<file path="src/rtl/wb_host_master.sv">
// Wishbone Classic single-transfer master driven by a simple host request port.
// One transfer at a time: IDLE -> BUS (until ack or timeout) -> GAP -> IDLE.
module wb_host_master #(
  parameter int WB_ADDR_WIDTH  = 24,
  parameter int WB_DATA_WIDTH  = 16,
  parameter int TIMEOUT_CYCLES = 255
) (
  input  logic                       wb_clk_i,
  input  logic                       wb_rst_i,

  input  logic                       host_req_i,
  input  logic                       host_we_i,
  input  logic [WB_ADDR_WIDTH-1:0]   host_adr_i,
  input  logic [WB_DATA_WIDTH-1:0]   host_dat_i,
  input  logic [WB_DATA_WIDTH/8-1:0] host_sel_i,
  output logic                       host_busy_o,
  output logic                       host_done_o,
  output logic                       host_err_o,
  output logic [WB_DATA_WIDTH-1:0]   host_dat_o,

  output logic                       wb_cyc_o,
  output logic                       wb_stb_o,
  output logic                       wb_we_o,
  output logic [WB_ADDR_WIDTH-1:0]   wb_adr_o,
  output logic [WB_DATA_WIDTH-1:0]   wb_dat_o,
  output logic [WB_DATA_WIDTH/8-1:0] wb_sel_o,
  input  logic                       wb_ack_i,
  input  logic [WB_DATA_WIDTH-1:0]   wb_dat_i
);

  localparam int SEL_WIDTH = WB_DATA_WIDTH / 8;

  localparam logic [1:0] ST_IDLE = 2'd0;
  localparam logic [1:0] ST_BUS  = 2'd1;
  localparam logic [1:0] ST_GAP  = 2'd2;

  // The counter holds the number of completed ack-less BUS cycles, so the
  // timeout fires on the edge where it reads TIMEOUT_CYCLES-1.
  localparam logic [15:0] TIMEOUT_LAST = 16'(TIMEOUT_CYCLES - 1);

  logic [1:0]  state;
  logic [15:0] timeout_cnt;

  always_ff @(posedge wb_clk_i) begin
    if (wb_rst_i) begin
      state       <= ST_IDLE;
      timeout_cnt <= 16'd0;
      host_busy_o <= 1'b0;
      host_done_o <= 1'b0;
      host_err_o  <= 1'b0;
      host_dat_o  <= '0;
      wb_cyc_o    <= 1'b0;
      wb_stb_o    <= 1'b0;
      wb_we_o     <= 1'b0;
      wb_adr_o    <= '0;
      wb_dat_o    <= '0;
      wb_sel_o    <= {SEL_WIDTH{1'b1}};
    end else begin
      host_done_o <= 1'b0;
      host_err_o  <= 1'b0;

      case (state)
        ST_IDLE: begin
          if (host_req_i) begin
            state       <= ST_BUS;
            timeout_cnt <= 16'd0;
            host_busy_o <= 1'b1;
            wb_cyc_o    <= 1'b1;
            wb_stb_o    <= 1'b1;
            wb_we_o     <= host_we_i;
            wb_adr_o    <= host_adr_i;
            wb_dat_o    <= host_dat_i;
            wb_sel_o    <= host_sel_i;
          end
        end

        ST_BUS: begin
          // Ack is tested first so it wins over a timeout on the same edge.
          if (wb_ack_i) begin
            state       <= ST_GAP;
            wb_cyc_o    <= 1'b0;
            wb_stb_o    <= 1'b0;
            host_done_o <= 1'b1;
            if (!wb_we_o) begin
              host_dat_o <= wb_dat_i;
            end
          end else if (timeout_cnt == TIMEOUT_LAST) begin
            state       <= ST_GAP;
            wb_cyc_o    <= 1'b0;
            wb_stb_o    <= 1'b0;
            host_done_o <= 1'b1;
            host_err_o  <= 1'b1;
          end else begin
            timeout_cnt <= timeout_cnt + 16'd1;
          end
        end

        ST_GAP: begin
          state       <= ST_IDLE;
          host_busy_o <= 1'b0;
        end

        default: begin
          state       <= ST_IDLE;
          host_busy_o <= 1'b0;
          wb_cyc_o    <= 1'b0;
          wb_stb_o    <= 1'b0;
        end
      endcase
    end
  end

endmodule

</file>
<file path="config.mk">
export PLATFORM = sky130hd
export DESIGN_NAME = wb_host_master
export DESIGN_NICKNAME = d
export VERILOG_FILES = /design/src/rtl/wb_host_master.sv
export SDC_FILE = /design/constraint.sdc
export NUM_CORES = 1
export LEC_CHECK = 0
export ABC_AREA = 1
export BUFFER_PORTS_ARGS = -buffer_cell sky130_fd_sc_hd__buf_2
export CAP_MARGIN = 40
export CORE_ASPECT_RATIO = 1.25
export CORE_MARGIN = 2
export CORE_UTILIZATION = 52
export CTS_CLUSTER_SIZE = 14
export DETAILED_ROUTE_END_ITERATION = 8
export PLACE_DENSITY = 0.84
export SETUP_SLACK_MARGIN = 0.1
export SLEW_MARGIN = 30
export SYNTH_ARGS = -nofsm -noshare
export SYNTH_HDL_FRONTEND = slang
export SYNTH_SLANG_ARGS = --single-unit
</file>
<file path="constraint.sdc">
create_clock -name wb_clk_i -period 1.99 [get_ports wb_clk_i]
set_input_delay 0.597 -clock wb_clk_i [delete_from_list [all_inputs] [get_ports wb_clk_i]]
set_output_delay 0.597 -clock wb_clk_i [all_outputs]
set_load 0.05 [all_outputs]
</file>
== Yosys cells after proc, flatten, opt, wreduce, memory -nomap -nowiden ==
Index checks and enable logic that the tools add are counted.
Word-level totals
  flip-flop bits (word level): 81
  input port bits: 63
  word-level logic and storage cells: 47
  output and inout bits: 64
Operators by class
  reduce and logical (&&, ||, !) cells: 10
  add/sub/neg operators: 1
  muxes and demuxes: 15
  bitwise logic cells: 3
  eq/ne operators: 7
Operator list (number)
  2-to-1 mux 16 bit: 3
  one-hot mux 16 bit (2 select lines): 1
  adder 16 x 1 -> 16 bit, second input constant: 1
  == test 16 x 8 -> 1 bit, second input constant: 1
  2-to-1 mux 2 bit: 3
  inequality test 2 bit, second input constant: 3
  AND reduction 2 bit: 3
  AND reduction 3 bit: 2
  2-to-1 mux 1 bit: 5
  one-hot mux 2 bit (2 select lines): 1
  AND reduction 4 bit: 1
  inequality test 3 bit, second input constant: 1
  NOT 1 bit: 3
  one-hot mux 1 bit (3 select lines): 1
  OR reduction 3 bit: 1
  == test 2 x 1 -> 1 bit, second input constant: 1
  == test 2 bit, second input constant: 1
  zero test 2 bit: 1
  one-hot mux 1 bit (2 select lines): 1
  nonzero test 2 bit: 1
  OR reduction 2 bit: 1

== Depth between registers and ports, before layout ==
  word-level depth: 4
  gate-level depth with buffers: 10
  depth with buffers taken out: 10

== Worst setup path before layout ==
Ideal clock, no wire load.
  kind: register to output
  start point: reg wb_stb_o
  end point: out wb_stb_o
  buffers on the path: 1
  cell stages (with the launch flop): 2
  data required time: 1.393 ns
  path slack: 0.484 ns
  arrival: 0.909 ns
  path through: dfxtp_1 -> buf_4
RTL lines
  start, declared: RTL line 22  | output logic wb_stb_o,
  start signal, assigned: RTL line 53  | wb_stb_o <= 1'b0;
  start signal, assigned: RTL line 69  | wb_stb_o <= 1'b1;
  start signal, assigned: RTL line 82  | wb_stb_o <= 1'b0;
No word-level cell between the ends.

== Worst setup path in the final report ==
  start point: reg wb_we_o
  end point: out wb_we_o
RTL lines
  start, declared: RTL line 23  | output logic wb_we_o,
  start signal, assigned: RTL line 70  | wb_we_o <= host_we_i;
No word-level cell between the ends.

==> out/qor.txt <==
Status: complete, no violations
Pleak: 0.00201 µW
CTS hold repair buffers: 0
Mapped cell area: 0.00330 mm²
Worst Hold Launch: host_sel_i[1]
Post-layout util: 68.0%
Area Overhead vs Synth: 27.1%
First-pass GRT wire length: 13300 µm
Total power: 3810 µW
Cell-internal power: 2510 µW
GRT busiest layer: met2
DR pass1 iterations: 6
Layout Cells excl Fill: 657
Die Area: 0.00700 mm²
Vias in the first global route: 3037
Crit-path max FO: 3
Clk slew on worst S/H paths: 0.08 ns
Clk Latency, worst-skew pair: 0.36 ns
Cell variety after synth: 29
Hpwl dp: 6020 µm
Crit path required time: 1.39 ns
Switch Pwr: 1290 µW
Mapped Nets: 509
Switching part of the total: 34.0%
Slew Limit Fails: 0
Yosys warning count: 0
WHS: 0.443 ns
Rows: 32
Met3 usage: 7.44%
HP Class: primary input to flip-flop
Crit path kind: flip-flop to primary output
Gates resized, CTS repair: 0
Die W: 75.2 µm
Reg-to-Reg Start: timeout_cnt[0]
Register area share after synthesis: 49.2%
Total Neg Setup Slack: 0 ns
Worst Path Buf+Inv: 1
Crit-path cells: buf_2
Post-layout min period: 1.64 ns
GPL Wtd Cong: 0.892
Global routing met1 resource utilization: 29.4%
Setup violations, final: 0
Starting density of the core: 53.5%
Total track usage: 24.4%
1st-iter DRT viols: 156
#FFs+latches synth: 81
Pin count of the biggest net entering global routing: 45
Crit start category: flip-flop
Combinational share of power: 21.0%
Grt ovf: 0
Placed Cells: 641
Vias: 3232
Top delay family on crit path: flip-flops
CP endpoint kind: primary output
GR Util met2: 39.9%
CTS tree: done
NumNets Final: 632
Die height: 93.0 µm
Post-CTS Repair Setup Buffers: 0
Maximum VDD drop: 0.942 mV
Input/output buffers: 126
Initial antenna violation count: 0
Htree depth: 3
Seq pwr share: 46.7%
Multi-input combinational cell area: 0.00148 mm²
Clock Skew: 0.00972 ns
DRC: 0
Diode count: 0
Avg Inst Size Synth: 7.43 µm²
Cells after Synth: 444
Clock power frac: 32.3%
Drt wl/cell: 12.6 µm
Power Dens Cells: 908 mW/mm²
Fill count: 536
Start point of the critical path: wb_we_o
Layout cells sized above 1: 30.2%
Slew margin rel.: 51.6%
Slew of the pin with the lowest slew margin: 0.726 ns
Max Clock Freq: 0.609 GHz
DRT antenna net count: 0
Post-Route WL: 8270 µm
CTS Buf Count: 9
Slowest CP cell: dfxtp_1
FF+latch area: 0.00162 mm²
MaxCap Viol Count: 0
Root buf cell: clkbuf_8
Fin. Hold Viols: 0
Core box area: 0.00617 mm²
CTS sink count: 81
Clock tree buffer depth: 2
Max incr delay on CP: 0.39 ns
Via density: 4.92
RSZ-0062 raised after global routing: false
Crit path DAT: 1.04 ns
Period Utilization, post-route: 82.5%
I/O pin total: 127
path summary, 6_finish.rpt:
check,endpoint,slack (ns),cells after the start
worst max-delay path,wb_we_o,0.35,1
worst min-delay path,wb_sel_o[1],0.44,3
worst min register to register,host_busy_o,0.47,2
worst max register to register,timeout_cnt[1],0.46,10
area by class of cell:
class                      count  share of cell area (%)
tap                           85                    2.54
clock inverter                 7                    1.85
inverter                      28                    2.51
multi-input combinational    316                    35.2
clock buffer                   9                    2.96
sequential                    81                    38.7
timing repair buffer         131                    16.2
cells by family after synthesis:
| group | Yosys count | share of synthesized area [%] |
|---|---|---|
| AND/OR/NAND/NOR | 228 | 29.3 |
| buffers and inverters | 47 | 6.07 |
| AO/OA/AOI/OAI | 81 | 13.4 |
| adder cells (fa/ha/maj) | 2 | 0.759 |
| XOR/XNOR | 5 | 1.33 |
| flip-flops | 81 | 49.2 |
worst register-to-register path, cell delays in order (launching register included):
cell and delay, ns:
dfxtp_1 0.33, inv_1 0.10, ha_1 0.15, nand2_1 0.08
nor2_4 0.16, nand3_4 0.10, nand2_4 0.18, nand2_4 0.10
inv_1 0.13, nand2_1 0.05, o21ai_0 0.07
cell usage in the layout, fill, tap and decap left out, drive strengths merged:
cell,synthesis,final
a21oi,9,9
and2,1,1
buf,9,131
bufinv,0,1
clkbuf,10,9
clkinv,2,4
clkinvlp,0,1
dfxtp,81,81
ha,2,2
inv,26,29
nand2,64,64
nand3,15,15
nand4,2,2
nor2,140,140
nor3,6,6
o21ai,71,71
o21bai,1,1
xnor2,1,1
xor2,4,4
synthesized netlist by cell type:
library cell	number	share of area, %
inv_2	6	0.68
and2_1	1	0.19
xnor2_1	1	0.27
xor2_1	4	1.1
nand2_4	2	0.68
buf_2	7	1.1
inv_1	20	2.3
a21oi_1	3	0.46
nor3_4	1	0.49
nand3_4	1	0.53
o21ai_1	5	0.76
nand4_1	2	0.38
nor2_2	2	0.38
dfxtp_1	81	49
a21oi_2	6	1.6
buf_8	1	0.46
nand3_1	14	2.1
o21ai_4	1	0.49
nand2_2	4	0.76
clkbuf_1	10	1.1
ha_1	2	0.76
nand2_1	58	6.6
nor2_4	3	1.0
o21bai_1	1	0.23
nor2_1	135	15
buf_4	1	0.23
nor3_1	5	0.76
o21ai_0	65	9.9
clkinv_1	2	0.23
registers in the layout (all words and copies together), names as in the netlist:
signal / count
wb_sel_o: 2
host_busy_o: 1
timeout_cnt: 16
wb_we_o: 1
wb_stb_o: 1
state: 2
host_done_o: 1
wb_dat_o: 16
wb_adr_o: 24
host_dat_o: 16
host_err_o: 1
power by group through the flow:
stage / registers, µW / clock network (µW) / logic (µW)
after CTS: 1780 / 1240 / 803
after detailed placement: 1810 / 0 / 802
after global placement: 1810 / 0 / 788
final: 1780 / 1230 / 801
after global routing: 1790 / 1300 / 858
after floorplan: 2160 / 0 / 238
metal layers:
metal  share of wire [%]  vias up
met5                   0        -
met3                 7.3       17
li1                    -     1650
met4                 2.0        0
met1                  40     1458
met2                  50      107
metrics by stage:
step                area (µm²)  setup slack, ns
floorplan                 3300            0.484
global placement          3990            0.285
detailed placement        3990            0.246
CTS                       4190            0.337
global route              4190            0.243
finish                    4190            0.349
(Power assumes the default switching activity.)
